### config.mk
export PLATFORM = sky130hd
export DESIGN_NAME = sc_lanectrl_fsm
export DESIGN_NICKNAME = d
export VERILOG_FILES = /design/src/rtl/sc_lanectrl_pkg.sv /design/src/rtl/sc_lanectrl_pending.sv /design/src/rtl/sc_lanectrl_fsm.sv
export SDC_FILE = /design/constraint.sdc
export NUM_CORES = 1
export LEC_CHECK = 0
export ABC_AREA = 1
export BUFFER_PORTS_ARGS = -buffer_cell sky130_fd_sc_hd__buf_2
export CELL_PAD_IN_SITES_DETAIL_PLACEMENT = 0
export CELL_PAD_IN_SITES_GLOBAL_PLACEMENT = 1
export CORE_ASPECT_RATIO = 1.4
export CORE_MARGIN = 1
export CORE_UTILIZATION = 32
export DETAILED_ROUTE_END_ITERATION = 16
export GPL_TIMING_DRIVEN = 0
export MAX_ROUTING_LAYER = met4
export PLACE_DENSITY_LB_ADDON = 0.1
export REMOVE_ABC_BUFFERS = 1
export SLEW_MARGIN = 20
export SYNTH_ARGS = -nofsm -noshare
export SYNTH_HDL_FRONTEND = slang
export SYNTH_SLANG_ARGS = --single-unit
### constraint.sdc
create_clock -name SC_LANECTRL_FSM_CLOCK_50 -period 1.2 [get_ports SC_LANECTRL_FSM_CLOCK_50]
set_input_delay 0.18 -clock SC_LANECTRL_FSM_CLOCK_50 [delete_from_list [all_inputs] [get_ports SC_LANECTRL_FSM_CLOCK_50]]
set_output_delay 0.18 -clock SC_LANECTRL_FSM_CLOCK_50 [all_outputs]
set_load 0.05 [all_outputs]
### src/rtl/sc_lanectrl_pkg.sv
// sc_lanectrl_pkg: shared state encodings and per-lane shift codes for the lane controller
package sc_lanectrl_pkg;
  typedef enum logic [3:0] {
    ST_RESET    = 4'd0,
    ST_START    = 4'd1,
    ST_CHECK    = 4'd2,
    ST_INIT     = 4'd3,
    ST_WAIT_REL = 4'd4,
    ST_SHIFT    = 4'd5,
    ST_COUNT    = 4'd6,
    ST_NEST     = 4'd7,
    ST_LEVEL_UP = 4'd8,
    ST_LOSE     = 4'd9
  } state_t;
  localparam logic [1:0] SEL_HOLD  = 2'b11;
  localparam logic [1:0] SEL_LEFT  = 2'b10;
  localparam logic [1:0] SEL_RIGHT = 2'b01;
  function automatic logic [1:0] sel_dir(input logic right);
    return right ? SEL_RIGHT : SEL_LEFT;
  endfunction
endpackage

### src/rtl/sc_lanectrl_pending.sv
// sc_lanectrl_pending: per-lane tick latch, a tick sets its lane, clear drops it, set wins on collision
module sc_lanectrl_pending #(
  parameter int WIDTH = 4
) (
  input  logic             SC_LANECTRL_PENDING_CLOCK_50,
  input  logic             SC_LANECTRL_PENDING_RESET_InLow,
  input  logic [WIDTH-1:0] SC_LANECTRL_PENDING_T0_InLow,
  input  logic [WIDTH-1:0] SC_LANECTRL_PENDING_clear,
  output logic [WIDTH-1:0] SC_LANECTRL_PENDING_pending_Out
);
  // pending bits: clear then set, so a tick in the clearing cycle is kept
  always_ff @(posedge SC_LANECTRL_PENDING_CLOCK_50 or negedge SC_LANECTRL_PENDING_RESET_InLow)
    if (!SC_LANECTRL_PENDING_RESET_InLow) SC_LANECTRL_PENDING_pending_Out <= '0;
    else SC_LANECTRL_PENDING_pending_Out <= (SC_LANECTRL_PENDING_pending_Out & ~SC_LANECTRL_PENDING_clear) | ~SC_LANECTRL_PENDING_T0_InLow;
endmodule

### src/rtl/sc_lanectrl_fsm.sv
// sc_lanectrl_fsm: background lane shift controller; SC_LANECTRL_FSM_LOSE_HOLD_EN makes LOSE wait for start
module sc_lanectrl_fsm
  import sc_lanectrl_pkg::*;
#(
  parameter int                   NUM_LANES  = 4,
  parameter int                   NUM_LEVELS = 4,
  parameter int                   LEVEL_W    = 2,
  parameter logic [NUM_LANES-1:0] DIR_MASK   = 4'b0101
) (
  input  logic                   SC_LANECTRL_FSM_CLOCK_50,
  input  logic                   SC_LANECTRL_FSM_RESET_InLow,
  input  logic                   SC_LANECTRL_FSM_startButton_InLow,
  input  logic [NUM_LANES-1:0]   SC_LANECTRL_FSM_T0_InLow,
  input  logic                   SC_LANECTRL_FSM_WINF,
  input  logic                   SC_LANECTRL_FSM_WINL,
  input  logic                   SC_LANECTRL_FSM_Lose,
  input  logic                   SC_LANECTRL_FSM_Change_BACKG,
  output logic                   SC_LANECTRL_FSM_clear_OutLow,
  output logic                   SC_LANECTRL_FSM_load_OutLow,
  output logic                   SC_LANECTRL_FSM_upcount_OutLow,
  output logic [2*NUM_LANES-1:0] SC_LANECTRL_FSM_shiftselection_Out,
  output logic [LEVEL_W-1:0]     SC_LANECTRL_FSM_level_Out
);
  state_t               state, nxt;
  logic [NUM_LANES-1:0] pend, pclr;
  logic [LEVEL_W-1:0]   level;
  logic                 start;
  assign start = SC_LANECTRL_FSM_startButton_InLow;
  sc_lanectrl_pending #(.WIDTH(NUM_LANES)) u_pending (
    .SC_LANECTRL_PENDING_CLOCK_50    (SC_LANECTRL_FSM_CLOCK_50),
    .SC_LANECTRL_PENDING_RESET_InLow (SC_LANECTRL_FSM_RESET_InLow),
    .SC_LANECTRL_PENDING_T0_InLow    (SC_LANECTRL_FSM_T0_InLow),
    .SC_LANECTRL_PENDING_clear       (pclr),
    .SC_LANECTRL_PENDING_pending_Out (pend)
  );
  // state register
  always_ff @(posedge SC_LANECTRL_FSM_CLOCK_50 or negedge SC_LANECTRL_FSM_RESET_InLow)
    if (!SC_LANECTRL_FSM_RESET_InLow) state <= ST_RESET;
    else state <= nxt;
  // level changes on entry to LEVEL_UP (wrapping increment) or LOSE (back to 0)
  always_ff @(posedge SC_LANECTRL_FSM_CLOCK_50 or negedge SC_LANECTRL_FSM_RESET_InLow)
    if (!SC_LANECTRL_FSM_RESET_InLow) level <= '0;
    else if (nxt == ST_LOSE) level <= '0;
    else if (nxt == ST_LEVEL_UP) level <= (level == LEVEL_W'(NUM_LEVELS-1)) ? '0 : level + LEVEL_W'(1);
  // next state: normal sequencing, then events override everywhere but RESET
  always_comb begin
    nxt = state;
    case (state)
      ST_RESET:          nxt = ST_START;
      ST_START:          nxt = ST_CHECK;
      ST_CHECK:          nxt = !start ? ST_INIT : |pend ? ST_SHIFT : ST_COUNT;
      ST_INIT, ST_NEST:  nxt = ST_WAIT_REL;
      ST_WAIT_REL:       nxt = start ? ST_CHECK : ST_WAIT_REL;
      ST_SHIFT:          nxt = ST_COUNT;
      ST_COUNT:          nxt = ST_CHECK;
      ST_LEVEL_UP:       nxt = ST_START;
`ifdef SC_LANECTRL_FSM_LOSE_HOLD_EN
      ST_LOSE:           nxt = start ? ST_LOSE : ST_INIT;
`else
      ST_LOSE:           nxt = ST_START;
`endif
      default:           nxt = ST_RESET;
    endcase
    if (state != ST_RESET)
      nxt = SC_LANECTRL_FSM_WINL ? ST_LEVEL_UP :
            SC_LANECTRL_FSM_WINF ? ST_NEST :
            SC_LANECTRL_FSM_Lose ? ST_LOSE :
            SC_LANECTRL_FSM_Change_BACKG ? ST_INIT : nxt;
  end
  // pending clears: everything on INIT/LEVEL_UP/LOSE, only the shifted lanes on SHIFT
  always_comb begin
    pclr = (state == ST_INIT || state == ST_LEVEL_UP || state == ST_LOSE) ? '1 :
           (state == ST_SHIFT) ? pend : '0;
  end
  // Moore control outputs
  always_comb begin
    SC_LANECTRL_FSM_clear_OutLow   = state != ST_INIT;
    SC_LANECTRL_FSM_load_OutLow    = !(state == ST_START || state == ST_INIT || state == ST_LEVEL_UP);
    SC_LANECTRL_FSM_upcount_OutLow = state != ST_COUNT;
    SC_LANECTRL_FSM_level_Out      = level;
  end
  for (genvar i = 0; i < NUM_LANES; i++) begin : g_lane
    assign SC_LANECTRL_FSM_shiftselection_Out[2*i +: 2] =
      (state == ST_SHIFT && pend[i]) ? sel_dir(DIR_MASK[i]) : SEL_HOLD;
  end
endmodule

==> flow_summary.toml <==
[floorplanning]
floorplan.io_pins = 24
die_area_um2 = 2160
floorplan_row_count = 18
fp.dieW_um = 39.6
initial_utilization_pct = 35.1
floorplan.die.height_um = 54.6
core_um2 = 1800

[synth]
post_synth_inst_count = 88
synth-edff-count = 0
synth_cell_types = 19
yosysTopAreaCellShare_pct = 39.6
synthesized_area_divided_by_synthesized_cell_count_um2 = 7.18
most_common_cell_in_the_netlist = "nand2_1"
portion_of_the_post_synthesis_area_used_by_sequential_elements_pct = 39.6
ys_top_cells_by_count = "nand2_1 (21), inv_1 (11), dfrtp_1 (10)"
synthDominantAreaCellType = "dfrtp_1"
synthFlopType = "dfrtp_1"
asyncSetResetFlopFracSynth_pct = 100
synthesis.yosys.warnings = 0
synth-seq-cells = 10
synth_area_leaders = "dfrtp_1 (40%), nand2_1 (12%), nand3_1 (7.1%), inv_1 (6.5%), buf_4 (4.8%)"
syn_area_um2 = 632

[power_and_ir_drop]
ir_drop_v = 0.00113
power_switching_w = 0.000566
seq_power_share_pct = 37.0
power_density_nw_per_um2 = 1350
switching_share_pct = 43.7
power.share.clock_pct = 15.9
int_power_w = 0.000730
total_power_w = 0.00130
power_leakage_nw = 0.508
combPwrFrac_pct = 47.2

[sta]
finalCritPeriodShare_pct = 118
max_freq_mhz = 704
maxSlewViolCount = 0
min_period_ps = 1420
rsz_0062_raised_after_global_routing = "yes"
worst_clock_skew_ps = 2.09
setup_viol = 11
hold_viol_final = 0
fin_ws_ps = -221

[setup_path]
type_of_the_setup_path_with_the_least_slack = "reg -> out"
arrival_ps = 1240
biggest_cell_delay_along_the_critical_path_ps = 480
worst_path_top_cell_family_by_delay = "flip-flops"
crit_slowest_cell = "dfrtp_2"
r2r_end = "state[2]$_DFF_PN0_"
reg2reg_from = "state[2]$_DFF_PN0_"
critPathMostFrequentCell = "nand2_2"
worst_ep_required_time_ps = 1020
path_max_fanout = 5
r2r.worst_path.cells = 7
worst_setup_path_start_kind = "register"
cp_cell_sequence = "nor2_4, nand2_2, inv_4, nand2_2, buf_6"
critical_path_sink_type = "output port"
setup.reg_to_reg.worst_slack_ps = -50
critical_path_buf_inv_count = 2

[global_route]
antenna_found_initial = 0
gr-total-overflow = 0
largest_net_degree_at_the_start_of_global_routing = 11
grt_pass1_vias = 560
grt.total_usage_pct = 15.9
grt_first_pass_wirelength_mm = 2.26

[clock_network]
clockBufferDepth = 2
cts_buffers = 3
cts_tree = "done"
clock-sinks = 10
htree_num_levels = 1
clock_insertion_delay_worst_skew_ps = 250
cts_root_buffer = "clkbuf_4"
cts.reportedPaths.clkPinSlew_ps = 60

[run_status]
failed_checks = "negative setup slack"
status = "finished, violations left"

[placement]
place_ws_ps = -120
postPlaceCellArea_um2 = 733
hpwlAfterDp_mm = 1.05
buffer_ports.inserted = 19
globalplace.congestion = 0.705

[routing]
drt_iter0_drc = 3
antenna_violating_nets_left = 0
routed-via-count = 636
detail_route.wirelength_mm = 1.49
drt-wirelength-per-cell_um = 10.7
detail_route.drc_violations = 0
via_per_inst = 4.58
dr.pass1.iters = 4

[finish]
num-nets-final = 133
antennaDiodeCount = 0
final_design_utilization_pct = 53.3
share_of_final_layout_standard_cells_stronger_than_drive_strength_1_pct = 47.9
final_design_area_no_fill_um2 = 961
areaGrowthSynthToFinish_pct = 52.1
layout.filler_cells = 193

[hold_path]
worstHoldPathCells = 2
worstHoldEndpoint = "u_pending.SC_LANECTRL_PENDING_pending_Out[0]$_DFF_PN0_"
hold_path_startpoint = "SC_LANECTRL_FSM_T0_InLow[0]"
min-delay-path-class = "in -> reg"

[run]
max-cap-violations = 0
==> routing by layer <==
layer,GRT usage [%],part of all wire (%)
met2,27.3,56
met1,17.7,41
met4,3.45,0.33
met3,4.88,2.1
met5,-,0
==> area by class of cell <==
class / instances / area (µm²) / area share (%)
clock buffer: 3 / 22.5 / 2.34
inverter: 14 / 55.1 / 5.73
multi-input combinational: 63 / 380 / 39.6
sequential: 10 / 254 / 26.4
tap: 20 / 25.0 / 2.60
timing repair buffer: 29 / 224 / 23.3
==> cells by family (layout without fill, tap and decap cells) <==
logic type	Yosys count	after routing	share of synthesized area (%)
AND/OR/NAND/NOR	48	48	36.8
flip-flops	10	10	39.6
AO/OA/AOI/OAI	10	10	7.92
other	1	4	0.593
adder cells (fa/ha/maj)	1	1	1.98
buffers and inverters	18	46	13.1
==> power by group through the flow <==
| stage | Clock (W) | Sequential, W | Combinational, W |
|---|---|---|---|
| after detailed placement | 0 | 0.000479 | 0.000486 |
| after floorplan | 0 | 0.000585 | 0.000263 |
| final | 0.000206 | 0.000479 | 0.000611 |
| after CTS | 0.000222 | 0.000474 | 0.000563 |
| after global routing | 0.000237 | 0.000487 | 0.000659 |
| after global placement | 0 | 0.000477 | 0.000487 |
==> registers in the layout, summed over array words and instances, names as in the netlist <==
signal,count
u_pending.SC_LANECTRL_PENDING_pending_Out,4
state,4
SC_LANECTRL_FSM_level_Out,2
==> how the worst max path moves through the flow <==
stage | start | endpoint | slack (ps) | cells after the start
global route | state[3]$_DFF_PN0_ | SC_LANECTRL_FSM_shiftselection_Out[1] | -270 | 5
global placement | state[3]$_DFF_PN0_ | SC_LANECTRL_FSM_shiftselection_Out[2] | -120 | 5
detailed placement | state[3]$_DFF_PN0_ | SC_LANECTRL_FSM_shiftselection_Out[2] | -120 | 5
CTS | state[3]$_DFF_PN0_ | SC_LANECTRL_FSM_load_OutLow | -210 | 4
finish | state[3]$_DFF_PN0_ | SC_LANECTRL_FSM_shiftselection_Out[2] | -220 | 5
floorplan | state[2]$_DFF_PN0_ | SC_LANECTRL_FSM_load_OutLow | -390 | 4
==> placed cells by master (no fill, tap or decap) <==
cell / n
o21ai_1: 5
nand2_4: 2
inv_2: 3
dfrtp_1: 7
inv_1: 10
inv_4: 1
o21ai_0: 2
and3_1: 1
dfrtp_2: 3
nand3_4: 1
and2_1: 1
a21oi_2: 1
nand3_1: 7
buf_2: 12
nand3_2: 2
o21ai_2: 1
a21oi_1: 1
nand2_1: 16
nor2_1: 4
nor2_4: 5
nor2_2: 1
buf_4: 7
conb_1: 4
nand4_1: 2
buf_6: 9
nand2_2: 6
ha_1: 1
clkbuf_4: 3
dlygate4sd3_1: 1
==> timing repair <==
item,in CTS,in global routing
endpoints found under the hold margin,10,0
pin swaps,4,5
gates cloned,0,0
resized for setup,27,13
endpoints found under the setup margin,8,12
hold buffers,1,0
setup buffers,6,3
==> metrics by stage <==
stage          hold WS (ps)  TNS, ps  std cells
3_3_place_gp           51.2     -505        126
2_1_floorplan          -116    -1600         87
4_1_cts                82.4    -1350        136
3_5_place_dp           50.0     -516        126
6_report               93.7    -1630        139
5_1_grt                77.8    -2270        139
No activity file was read; power rests on OpenSTA's default activity.
